===== config.mk =====
export PLATFORM = sky130hd
export DESIGN_NAME = serial_subtractor
export DESIGN_NICKNAME = d
export VERILOG_FILES = /design/src/rtl/arith_pkg.sv /design/src/rtl/full_subtractor.sv /design/src/rtl/serial_subtractor.sv
export SDC_FILE = /design/constraint.sdc
export NUM_CORES = 1
export LEC_CHECK = 0
export BUFFER_PORTS_ARGS = -buffer_cell sky130_fd_sc_hd__buf_2
export CORE_MARGIN = 2
export CORE_UTILIZATION = 48
export DETAILED_ROUTE_END_ITERATION = 8
export GPL_TIMING_DRIVEN = 1
export PLACE_DENSITY = 0.77
export RECOVER_POWER = 100
export SYNTH_ARGS = -nofsm -noshare
export SYNTH_HDL_FRONTEND = slang
export SYNTH_SLANG_ARGS = --single-unit

===== constraint.sdc =====
create_clock -name clk -period 1.8 [get_ports clk]
set_input_delay 0.36 -clock clk [delete_from_list [all_inputs] [get_ports clk]]
set_output_delay 0.36 -clock clk [all_outputs]
set_load 0.02 [all_outputs]

===== src/rtl/arith_pkg.sv =====
// arith_pkg: shared state encoding (IDLE/RUN/DONE) and latency constant for sequential arithmetic units
package arith_pkg;
  typedef enum logic [1:0] {IDLE = 2'd0, RUN = 2'd1, DONE = 2'd2} sub_state_e;
  localparam int SUB_LAT_EXTRA = 1;
endpackage


===== src/rtl/full_subtractor.sv =====
// full_subtractor: one-bit combinational cell, d = a^b^bin, bout = borrow out (ports a, b, bin -> d, bout)
module full_subtractor (
  input  logic a,
  input  logic b,
  input  logic bin,
  output logic d,
  output logic bout
);
  assign d = a ^ b ^ bin;
  assign bout = (~a & b) | (~(a ^ b) & bin);
endmodule


===== src/rtl/serial_subtractor.sv =====
// serial_subtractor: bit-serial a-b-bin, LSB first, start/ready/busy/done handshake; ovf port only with SUB_OVF_EN
module serial_subtractor
  import arith_pkg::*;
#(
  parameter int WIDTH = 4
) (
  input  logic             clk,
  input  logic             rst,
  input  logic             start,
  input  logic [WIDTH-1:0] a,
  input  logic [WIDTH-1:0] b,
  input  logic             bin,
  output logic             ready,
  output logic             busy,
  output logic             done,
  output logic [WIDTH-1:0] diff,
  output logic             bout
`ifdef SUB_OVF_EN
  ,
  output logic             ovf
`endif
);
  localparam int CW = $clog2(WIDTH);
  localparam logic [CW-1:0] LAST = CW'(WIDTH - 1);
  sub_state_e state_q, state_d;
  logic [CW-1:0] cnt_q, cnt_d;
  logic [WIDTH-1:0] a_q, a_d, b_q, b_d, diff_q, diff_d;
  logic br_q, br_d, bout_q, bout_d, d_bit, br_next, accept, run, last;
  full_subtractor u_fs (
    .a   (a_q[0]),
    .b   (b_q[0]),
    .bin (br_q),
    .d   (d_bit),
    .bout(br_next)
  );
  always_comb begin
    accept = state_q == IDLE && start;
    run = state_q == RUN;
    last = run && cnt_q == LAST;
    state_d = accept ? RUN : last ? DONE : run ? RUN : IDLE;
    cnt_d = accept ? '0 : (run && !last) ? cnt_q + CW'(1) : cnt_q;
    a_d = accept ? a : run ? a_q >> 1 : a_q;
    b_d = accept ? b : run ? b_q >> 1 : b_q;
    br_d = accept ? bin : run ? br_next : br_q;
    diff_d = run ? {d_bit, diff_q[WIDTH-1:1]} : diff_q;
    bout_d = last ? br_next : bout_q;
  end
  always_ff @(posedge clk) begin
    if (rst) begin
      state_q <= IDLE;
      cnt_q <= '0;
      a_q <= '0;
      b_q <= '0;
      br_q <= 1'b0;
      diff_q <= '0;
      bout_q <= 1'b0;
    end else begin
      state_q <= state_d;
      cnt_q <= cnt_d;
      a_q <= a_d;
      b_q <= b_d;
      br_q <= br_d;
      diff_q <= diff_d;
      bout_q <= bout_d;
    end
  end
  assign ready = state_q == IDLE;
  assign busy = state_q == RUN;
  assign done = state_q == DONE;
  assign diff = diff_q;
  assign bout = bout_q;
`ifdef SUB_OVF_EN
  logic am_q, am_d, bm_q, bm_d, ovf_q, ovf_d;
  always_comb begin
    am_d = accept ? a[WIDTH-1] : am_q;
    bm_d = accept ? b[WIDTH-1] : bm_q;
    ovf_d = last ? (am_q != bm_q) & (d_bit != am_q) : ovf_q;
  end
  always_ff @(posedge clk) begin
    if (rst) begin
      am_q <= 1'b0;
      bm_q <= 1'b0;
      ovf_q <= 1'b0;
    end else begin
      am_q <= am_d;
      bm_q <= bm_d;
      ovf_q <= ovf_d;
    end
  end
  assign ovf = ovf_q;
`endif
endmodule


=== After elaboration in Yosys (flattened, before gate mapping) ===
Index checks and enable logic that the tools add are counted.

* Input bits: 12
* Word-level logic and storage cells: 35
* Register bits after elaboration: 18
* Output and inout port bits: 8

* Add/subtract/negate cells: 1
* Eq/ne operators: 3
* Reduce and logical (&&, ||, !) cells: 7
* Mux-type cells: 9
* Bitwise operators: 7

{| class="wikitable"
|+ Operators by type and width
! operator !! number
|-
| 2-to-1 mux 4 bit || 4
|-
| == test 2 bit, second input constant || 2
|-
| 2-to-1 mux 1 bit || 4
|-
| logical AND 1 bit || 3
|-
| adder 2 x 1 -> 2 bit, second input constant || 1
|-
| bitwise AND 1 bit || 2
|-
| == test 2 x 1 -> 1 bit, second input constant || 1
|-
| zero test 2 bit || 1
|-
| 2-to-1 mux 2 bit || 1
|-
| inverter 1 bit || 2
|-
| nonzero test 2 bit || 1
|-
| OR reduction 2 bit || 1
|-
| bitwise XOR 1 bit || 2
|-
| zero test 1 bit || 1
|-
| bitwise OR 1 bit || 1
|}

=== Depth between registers and ports, before layout ===
* Depth in word-level cells: 6
* Mapped depth: 6
* Depth with buffers taken out: 5

=== Modules after synthesis ===
Synthesis repeated with hierarchy kept, for this count alone.

* Cells, all modules: 97
* Area total of the unflattened synthesis: 834.6 µm²

{| class="wikitable"
|+ By module, submodules not included
! module !! cells each !! instances !! area each (µm²) !! sequential area each (µm²)
|-
| serial_subtractor || 93 || 1 || 803.3 || 360.3
|-
| full_subtractor || 4 || 1 || 31.3 || 0.0
|}

=== Worst setup path after synthesis ===
Ideal clock, no wire load.

* Path type: register to register
* Start: reg state_q[1]
* End: reg a_q[3]
* Path buffers: 2
* Library setup time: 132 ps
* Clock period less this slack: 1,242 ps
* Path slack: 558 ps
* Cell stages (with the launch flop): 6
* Arrival: 1,110 ps
* Cells stage by stage: dfxtp_1 -> buf_6 -> or3b_2 -> buf_2 -> nand3_1 -> a21oi_1

* Longest elaborated chain between the ends: 3

{| class="wikitable"
|+ Ends and longest elaborated chain
! what !! RTL line !! RTL
|-
| from (decl) || serial_subtractor.sv:25 || <nowiki>sub_state_e state_q, state_d;</nowiki>
|-
| from (signal assigned) || serial_subtractor.sv:58 || <nowiki>state_q <= state_d;</nowiki>
|-
| zero test 2 bit || serial_subtractor.sv:37 || <nowiki>accept = state_q == IDLE && start;</nowiki>
|-
| logical AND 1 bit || serial_subtractor.sv:37 ||
|-
| 2-to-1 mux 4 bit / nonzero test 2 bit (equally long branches) || -- ||
|-
| to (signal assigned) || serial_subtractor.sv:52 || <nowiki>a_q <= '0;</nowiki>
|-
| to (signal assigned) || serial_subtractor.sv:60 || <nowiki>a_q <= a_d;</nowiki>
|-
| to (decl) || serial_subtractor.sv:27 || <nowiki>logic [WIDTH-1:0] a_q, a_d, b_q, b_d, diff_q, diff_d;</nowiki>
|}

Parallel ways exist; a longest one is shown, timed or not.
A chain may end at the register's enable or synchronous reset.

=== Worst setup path in the final report ===
* Start: reg state_q[1]
* End: out busy

* Longest elaborated chain between the ends: 1

{| class="wikitable"
|+ Ends and longest elaborated chain
! what !! RTL line !! RTL
|-
| == test 2 x 1 -> 1 bit || serial_subtractor.sv:68 || <nowiki>assign busy = state_q == RUN;</nowiki>
|-
| to (decl) || serial_subtractor.sv:14 || <nowiki>output logic busy,</nowiki>
|}

Every way passes these cells.

==> flow_summary_export.csv <==
group,metric,value,unit
grt,grt_pass1_vias,631,
route,routed_wirelength,1.62,mm
timing,post-route-min-period,1620,ps
final_layout,final_cell_mix,"dfxtp_1 (17), nand2_1 (16), a21oi_1 (14)",
synthesis,synthTopCellsByArea,"dfxtp_1 (45%), a21oi_1 (8.7%), nand2_1 (7.4%), nor2_1 (5.1%), or3b_2 (4.3%)",
run_status,run_status,"finished, final reports clean",
floorplan,initial_core_util,0.524,
worst_setup_path,path_delay_family,"flip-flops",
final_layout,layout-drive-gt1-share,0.211,
final_layout,area_growth_syn_to_layout,13.0,%
flow_run,max-cap-violations,0,
cts,clk_path_buf_depth,2,
worst_setup_path,reg2reg_to,"a_q[2]$_SDFFE_PP0P_",
synthesis,yosysTopAreaCell,"dfxtp_1",
floorplan,die_area,2030,um^2
worst_setup_path,cp_max_fo,10,
pwr,powerDensity,895,nW/um^2
grt,grt_start_max_net_pins,19,
timing,setup_viol,0,
placement,portBuffers,19,
synthesis,yosysWarnings,0,
grt,grt_use_total,0.200,
worst_setup_path,cp_slowest_cell,"dfxtp_1",
floorplan,die_h,45.0,um
final_layout,diodes,0,
timing,rsz0062_at_grt,"false",
cts,cts_tree,"built",
final_layout,layout_commonest_cell,"dfxtp_1",
synthesis,synth_seq_cells,18,
timing,finalClockSkew,1.40,ps
timing,drv_slew,0,
worst_setup_path,start_kind,"flop",
timing,post-route-period-util,0.901,
timing,slew_headroom,0.622,
worst_setup_path,crit_type,"reg -> out",
cts,clock_latency,290,ps
synthesis,yosysUniqueCellTypes,22,
synthesis,seq_area_frac_synth,0.446,
route,drc_errors,0,
floorplan,rows,14,
placement,pre_cts_ws,390,ps
worst_setup_path,worstPathArrival,1260,ps
cts,numCtsBuffers,3,
synthesis,syn_area_per_cell,8.42,um^2
cts,cts_root_buf,"clkbuf_4",
cts,htree_levels,1,
floorplan,die_w,45.0,um
grt,grt_antenna_before_repair,0,
route,wire_per_inst,12.4,um
route,dr.first_iter.drc_count,24,
placement,hpwl,1.13,mm
final_layout,layout.nets,129,
grt,grt_pass1_wl,2.80,mm
timing,fin_ws,179,ps
placement,globalplace.congestion,0.728,
timing,report.final.hold_viol_count,0,
synthesis,postSynthCellCount,96,
worst_setup_path,required,1440,ps
worst_hold_path,worstHoldEndpoint,"b_q[3]$_SDFFE_PP0P_",
worst_setup_path,crit_chain,"nand2b_1, inv_1, clkbuf_2",
worst_setup_path,r2r_slack,290,ps
cts,cts_hold_buffers,0,
worst_hold_path,holdPathStages,3,
worst_setup_path,end_kind,"output pin",
pwr,p_leak,0.361,nW
route,via_per_inst,5.57,
route,antenna_left,0,
grt,overflow,0,
worst_hold_path,hp-start,"b[3]",
floorplan,ios,20,
final_layout,fin_util,0.593,
worst_setup_path,critPathMaxStageDelay,400,ps
route,dr_total_vias,724,
final_layout,final_cells,130,
timing,tightest_slew,565,ps
timing,finalSetupTns,0,ps
worst_setup_path,path_buf_inv,2,
timing,max_freq,617,MHz
cts,path_clk_slew,100,ps
worst_setup_path,ff2ff_path_depth,5,
worst_setup_path,r2r_start,"state_q[1]$_SDFF_PP0_",
floorplan,core_region_area,1540,um^2
pwr,ir_drop,0.000538,V
synthesis,netlist_area,808,um^2
synthesis,synth_top_area_frac,0.446,
synthesis,syn_nets,110,
cts,cts.sinks,18,
route,dr.pass1.iters,4,
placement,placed_cells,126,
worst_hold_path,hold_class,"in -> reg",
power by group:
group | switching [mW] | internal, mW
clock | 0.124 | 0.123
sequential | 0.0180 | 0.423
combinational | 0.0747 | 0.0548
cells by family (layout without fill, tap and decap cells):
family                   count (synthesis)  in the layout  share of synthesized area
AO/OA/AOI/OAI                           20             20                      0.147
multiplexers                             1              1                     0.0124
XOR/XNOR                                 1              1                     0.0108
AND/OR/NAND/NOR                         44             44                      0.282
buffers and inverters                   10             28                     0.0619
adder cells (fa/ha/maj)                  2              2                     0.0402
flip-flops                              18             18                      0.446
per-stage QoR:
stage,total power [mW],hold slack [ps],area [um^2]
after floorplan,0.544,437,808
after global placement,0.578,441,900
after detailed placement,0.584,451,900
after CTS,0.828,286,936
after global routing,0.862,291,913
final,0.818,292,913
Yosys cell counts:
cell type	count
nand2b_1	3
nand3_1	2
or3b_2	4
fa_1	1
buf_2	4
nor3_1	5
mux2i_1	1
nand2_1	16
o21ba_2	1
a211oi_1	4
inv_1	3
nor2_1	11
a21oi_1	14
buf_6	1
dfxtp_1	18
nor3b_2	1
nor2b_1	1
clkbuf_1	2
a311oi_1	1
xnor2_1	1
ha_1	1
nor3b_4	1
registers in the layout, summed over array words and instances (netlist names):
name	flops
a_q	4
b_q	4
bout	1
br_q	1
cnt_q	2
diff	4
state_q	2
timing repair:
item,CTS,global route
hold endpoints to repair,0,0
buffers inserted,0,0
gates resized for setup,0,1
endpoints found under the setup margin,0,1
final cells by class:
type	instances	area, um^2
Timing Repair Buffer	21	97.6
Fill cell	157	628
Tap cell	16	20.0
Inverter	3	11.3
Multi-Input combinational cell	68	387
Clock buffer	4	36.3
Sequential cell	18	362
routing by layer:
metal  routed length (um)  global-route usage  up-vias
met3                  106              0.0400        4
met2                  753               0.303       26
li1                     -                   -      358
met5                    0                   0        -
met1                  710               0.248      336
met4                   46               0.153        0
worst max-delay path by stage:
stage / start / endpoint / slack [ps] / cells past startpoint
after global placement: state_q[0]$_SDFF_PP0_ / busy / 460 / 3
after floorplan: state_q[1]$_SDFF_PP0_ / a_q[3]$_SDFFE_PP0P_ / 560 / 5
after CTS: state_q[0]$_SDFF_PP0_ / busy / 70 / 3
after detailed placement: state_q[0]$_SDFF_PP0_ / a_q[2]$_SDFFE_PP0P_ / 390 / 5
final: state_q[1]$_SDFF_PP0_ / busy / 180 / 3
after global routing: state_q[1]$_SDFF_PP0_ / busy / 90 / 3
tightest hold or removal path, stage by stage:
cell and delay, ps:
buf_2 90, nand2_1 40, a21oi_1 50
(Power assumes the default switching activity.)
